File: src/rtl/uart_tx.sv
// -----------------------------------------------------------------------------
// uart_tx
//
// UART transmitter for the uart block. Each accepted load turns one byte into
// a serial frame on TX: a low start bit, eight data bits LSB first, an
// optional even parity bit, and one high stop bit. The line idles high.
// The module has its own baud timer, bit counter, shift register and FSM.
//
// Parameters
//   CLKS_PER_BIT  clock cycles per bit period (default 868 = 100 MHz / 115200).
//                 Must be >= 2.
//
// Ports
//   CLK   in   1  system clock, rising edge
//   RST   in   1  synchronous active-high reset; aborts any frame in flight
//   DIN   in   8  byte to send, sampled only on the cycle a load is accepted
//   LD    in   1  load request, accepted when LD=1 and RDY=1
//   RDY   out  1  transmitter idle (registered)
//   TX    out  1  serial line, idle high (registered)
//   DONE  out  1  one-cycle pulse in the first cycle after a stop bit ends
//                 (registered)
//
// Build option
//   UART_TX_PARITY_EN  when defined, an even parity bit is sent between the
//                      last data bit and the stop bit (8E1, 11 bit periods).
//                      When undefined the frame is 8N1 (10 bit periods).
// -----------------------------------------------------------------------------
module uart_tx #(
  parameter int CLKS_PER_BIT = 868
) (
  input  logic       CLK,
  input  logic       RST,
  input  logic [7:0] DIN,
  input  logic       LD,
  output logic       RDY,
  output logic       TX,
  output logic       DONE
);

  // Timer width; at least one bit even for the smallest legal period.
  localparam int TW = (CLKS_PER_BIT > 2) ? $clog2(CLKS_PER_BIT) : 1;
  localparam logic [TW-1:0] TIMER_LAST = TW'(CLKS_PER_BIT - 1);

`ifdef UART_TX_PARITY_EN
  typedef enum logic [2:0] {
    S_IDLE   = 3'd0,
    S_START  = 3'd1,
    S_DATA   = 3'd2,
    S_PARITY = 3'd3,
    S_STOP   = 3'd4
  } state_t;
`else
  typedef enum logic [2:0] {
    S_IDLE  = 3'd0,
    S_START = 3'd1,
    S_DATA  = 3'd2,
    S_STOP  = 3'd4
  } state_t;
`endif

  state_t        state_q,  state_d;
  logic [TW-1:0] timer_q,  timer_d;
  logic [2:0]    bit_q,    bit_d;
  logic [7:0]    shift_q,  shift_d;
  logic          tx_q,     tx_d;
  logic          rdy_q,    rdy_d;
  logic          done_q,   done_d;
`ifdef UART_TX_PARITY_EN
  // Parity is taken from the byte at capture time; the shift register is
  // consumed during DATA so it cannot be used to recompute it later.
  logic          parity_q, parity_d;
`endif

  logic timer_tc;
  assign timer_tc = (timer_q == TIMER_LAST);

  // ---------------------------------------------------------------------------
  // Next-state logic. Outputs are computed for the *next* cycle so that TX,
  // RDY and DONE leave the module straight from flops: a change of state and
  // the matching line level appear together on the same edge.
  // ---------------------------------------------------------------------------
  always_comb begin
    state_d  = state_q;
    bit_d    = bit_q;
    shift_d  = shift_q;
    tx_d     = tx_q;
    done_d   = 1'b0;
`ifdef UART_TX_PARITY_EN
    parity_d = parity_q;
`endif
    // Every state or bit change happens exactly on the terminal count, so
    // wrapping the timer there also restarts it for the next bit period.
    timer_d  = timer_tc ? '0 : timer_q + TW'(1);

    unique case (state_q)
      S_IDLE: begin
        timer_d = '0;
        tx_d    = 1'b1;
        if (LD) begin
          shift_d  = DIN;
          bit_d    = 3'd0;
`ifdef UART_TX_PARITY_EN
          parity_d = ^DIN;
`endif
          state_d  = S_START;
          tx_d     = 1'b0;
        end
      end

      S_START: begin
        if (timer_tc) begin
          state_d = S_DATA;
          tx_d    = shift_q[0];
        end
      end

      S_DATA: begin
        if (timer_tc) begin
          shift_d = {1'b0, shift_q[7:1]};
          bit_d   = bit_q + 3'd1;
          if (bit_q == 3'd7) begin
`ifdef UART_TX_PARITY_EN
            state_d = S_PARITY;
            tx_d    = parity_q;
`else
            state_d = S_STOP;
            tx_d    = 1'b1;
`endif
          end else begin
            // Next bit is the one about to land in shift[0].
            tx_d = shift_q[1];
          end
        end
      end

`ifdef UART_TX_PARITY_EN
      S_PARITY: begin
        if (timer_tc) begin
          state_d = S_STOP;
          tx_d    = 1'b1;
        end
      end
`endif

      S_STOP: begin
        tx_d = 1'b1;
        if (timer_tc) begin
          state_d = S_IDLE;
          done_d  = 1'b1;
        end
      end

      default: begin
        state_d = S_IDLE;
        timer_d = '0;
        tx_d    = 1'b1;
      end
    endcase

    // RDY mirrors the state being entered, so it is high in the DONE cycle
    // and a load presented then is accepted (back-to-back frames).
    rdy_d = (state_d == S_IDLE);
  end

  // ---------------------------------------------------------------------------
  // State and output registers. Reset wins over any load in the same cycle.
  // ---------------------------------------------------------------------------
  always_ff @(posedge CLK) begin
    if (RST) begin
      state_q  <= S_IDLE;
      timer_q  <= '0;
      bit_q    <= 3'd0;
      shift_q  <= 8'h00;
      tx_q     <= 1'b1;
      rdy_q    <= 1'b1;
      done_q   <= 1'b0;
`ifdef UART_TX_PARITY_EN
      parity_q <= 1'b0;
`endif
    end else begin
      state_q  <= state_d;
      timer_q  <= timer_d;
      bit_q    <= bit_d;
      shift_q  <= shift_d;
      tx_q     <= tx_d;
      rdy_q    <= rdy_d;
      done_q   <= done_d;
`ifdef UART_TX_PARITY_EN
      parity_q <= parity_d;
`endif
    end
  end

  assign TX   = tx_q;
  assign RDY  = rdy_q;
  assign DONE = done_q;

endmodule
File: config.mk
export PLATFORM = sky130hd
export DESIGN_NAME = uart_tx
export DESIGN_NICKNAME = d
export VERILOG_FILES = /design/src/rtl/uart_tx.sv
export SDC_FILE = /design/constraint.sdc
export NUM_CORES = 1
export LEC_CHECK = 0
export BUFFER_PORTS_ARGS = -buffer_cell sky130_fd_sc_hd__buf_2
export CORE_MARGIN = 4
export CORE_UTILIZATION = 40
export CTS_CLUSTER_DIAMETER = 80
export DETAILED_ROUTE_END_ITERATION = 7
export HOLD_SLACK_MARGIN = 0.03
export PLACE_DENSITY = 0.68
export SKIP_LAST_GASP = 1
export SLEW_MARGIN = 20
export SYNTH_ARGS = -nofsm -noshare
export SYNTH_HDL_FRONTEND = slang
export SYNTH_SLANG_ARGS = --single-unit
File: constraint.sdc
create_clock -name CLK -period 1.8 [get_ports CLK]
set_input_delay 0.27 -clock CLK [delete_from_list [all_inputs] [get_ports CLK]]
set_output_delay 0.27 -clock CLK [all_outputs]
set_load 0.02 [all_outputs]
==> out/results.ini <==
[outcome]
status=finished clean

[logic_synthesis]
synth_mux_area_share_pct=0.747
ys_seq_elements=27
synthSimpleGateAreaFrac_pct=26.0
yosysSeqAreaShare_pct=40.3
synth_fa_ha_area_share_pct=2.80
yosys.cell_types.count=42
synth_top_family_by_area=simple AND/OR/NAND/NOR gates
synth_fp_nets=161
synth_top_area_cell=dfxtp_1
synth.top_cell.area_share_pct=40.3
synth_area_mm2=0.00134
synthTopCellsByArea=dfxtp_1 40%, nand4b_1 5.2%, xnor2_1 4.6%
synth_cells=147
syn_avg_cell_area_um2=9.12
synth_compound_area_share_pct=14.8
yosysWarnings=0
synth-xor-area-share_pct=6.54

[setup_path]
cp_cell_sequence=nor3b_4, nand4b_1, buf_4, and2_4, a211oi_1
critPathMaxStageDelay_ns=0.51
path_class=reg2reg
cp.arrival_ns=1.91
crit_start=state_q[1]$_SDFF_PP0_
slowest_stage=dfxtp_1
path_buf_inv=1
worstPathMaxFanout=12
cp-start-kind=flip-flop
r2r_start=state_q[1]$_SDFF_PP0_
cp_top_family=simple AND/OR/NAND/NOR gates
cp.required_ns=2.04
setup.worst_path.end_class=flip-flop

[sta]
hold_viol=0
max_freq_mhz=599
holdWs_ns=0.273
tightest_slew_ns=0.365
slew_violations=0
slew_headroom_pct=75.4
tns_ns=0
period_share_pct=92.7
fin_ws_ns=0.131
rsz0062_at_grt=no
clock_skew_ns=0.00958
setup_viol=0
period_minus_slack_ns=1.67

[drt]
viasPerCell=5.32
detail_route.iter0.violations=118
antenna_left=0
wl_mm=2.59
drc=0
routedWlPerCell_um=12.8
vias=1079
drt_pre_antenna_iters=4

[global_routing]
grt_pass1_vias=1058
grt-busiest-layer=met2
use_met2_pct=22.4
overflow=0
grt_max_degree=22
grt_first_pass_wirelength_mm=4.61
grt_use_met1_pct=16.4
antenna_found_initial=0
grt_use_met3_pct=2.89
grt_use_total_pct=13.2

[layout]
multi_input_comb_area_um2=696
nNetsFinal=174
layout-drive-gt1-share_pct=20.8
syn_to_final_growth_pct=9.80
n_antenna_cell=0
instances_no_fill=203
layout_commonest_cell=dfxtp_1
seq_area_um2=542
layout_common_cells=26 x dfxtp_1, 16 x nor2_1, 13 x buf_2
fillers=308

[floorplanning]
core_area_mm2=0.00313
dieWidth_um=65.9
die_h_um=65.9
start_util_pct=42.8
io_pins=14
rows=20
dieArea_mm2=0.00434

[clock_network]
cts_buffer_depth=2
clk_pin_slew_ns=0.16
worstSkewPairLatency_ns=0.33
postCtsResizedCells=0
root_buffer=clkbuf_4
cts_buffers=3
cts_hold_buf=0
post_cts_buffers=0
cts.sinks=27
htreeDepth=1
cts_tree=built

[pwr]
p_leak_nw=0.537
ir_drop_mv=0.254
powerDensity_mw_per_mm2=677
power.total_mw=0.996

[worst_hold_path]
min_path_type=in2reg
min_from=DIN[5]

[placed_design]
port_buffers=13
hpwl_mm=1.87
place_ws_ns=0.108
gp_congestion=0.749
dp_cells=199

[run]
maxCapViolCount=0

-- tightest hold or removal path: stages --
cell and delay, ns:
buf_2 0.09, o21ai_0 0.15, o31ai_1 0.06
-- where the power goes --
part	leakage, nW	internal [mW]	switching (mW)	total (mW)
registers	0.221	0.618	0.0126	0.631
clock network	0.0177	0.0834	0.186	0.269
logic	0.299	0.0430	0.0531	0.0960
total	0.537	0.744	0.251	0.996
-- synth_stat cells, drive strengths merged --
| cell | instances |
|---|---|
| a211oi | 6 |
| a21oi | 2 |
| a221oi | 4 |
| a31oi | 1 |
| a41o | 1 |
| and2 | 2 |
| and3b | 1 |
| and4bb | 1 |
| buf | 7 |
| clkbuf | 4 |
| dfxtp | 27 |
| ha | 3 |
| inv | 11 |
| mux2i | 1 |
| nand2 | 8 |
| nand2b | 1 |
| nand3 | 4 |
| nand3b | 1 |
| nand4 | 1 |
| nand4b | 8 |
| nor2 | 17 |
| nor2b | 3 |
| nor3 | 1 |
| nor3b | 2 |
| nor4 | 2 |
| nor4b | 1 |
| o21ai | 6 |
| o221ai | 1 |
| o311ai | 2 |
| o31ai | 4 |
| or2 | 1 |
| or3 | 1 |
| or4 | 1 |
| or4b | 1 |
| xnor2 | 7 |
| xor2 | 3 |
-- worst paths after layout --
| path | to | slack (ns) | depth (start not counted) |
|---|---|---|---|
| worst max register to register | shift_q[2]$_SDFFE_PP0P_ | 0.13 | 5 |
| worst min register to register | timer_q[0]$_SDFF_PP0_ | 0.45 | 1 |
| worst min-delay path | shift_q[5]$_SDFFE_PP0P_ | 0.27 | 3 |
| worst max-delay path | shift_q[2]$_SDFFE_PP0P_ | 0.13 | 5 |
-- per-layer routing --
metal / vias up / routed length [um]
met4: 0 / 32
met3: 4 / 77
met2: 10 / 1280
li1: 543 / -
met5: - / 0
met1: 522 / 1200
-- flip-flops by register name, summed over array words and instances (netlist names) --
register / count
RDY: 1
TX: 1
timer_q: 10
bit_q: 3
DONE: 1
shift_q: 8
state_q: 3
-- metrics by stage --
stage / util, % / area (um2)
detailed placement: 45.6 / 1430
finish: 47.0 / 1470
global route: 47.0 / 1470
floorplan: - / 1340
CTS: 46.5 / 1460
global placement: 45.6 / 1430
-- layout make-up --
| class | count | share of cell area, % |
|---|---|---|
| Clock buffer | 3 | 1.53 |
| Clock inverter | 1 | 0.340 |
| Inverter | 11 | 2.81 |
| Multi-Input combinational cell | 98 | 47.3 |
| Sequential cell | 27 | 36.8 |
| Tap cell | 44 | 3.74 |
| Timing Repair Buffer | 19 | 7.48 |
-- cells by family (layout without fill, tap and decap cells) --
family          after synthesis  after routing
compound gates               27             27
xor+xnor                     10             10
fa+ha+maj                     3              3
buf+inv                      22             34
flops                        27             27
mux                           1              1
simple gates                 57             57
(Power assumes the default switching activity.)
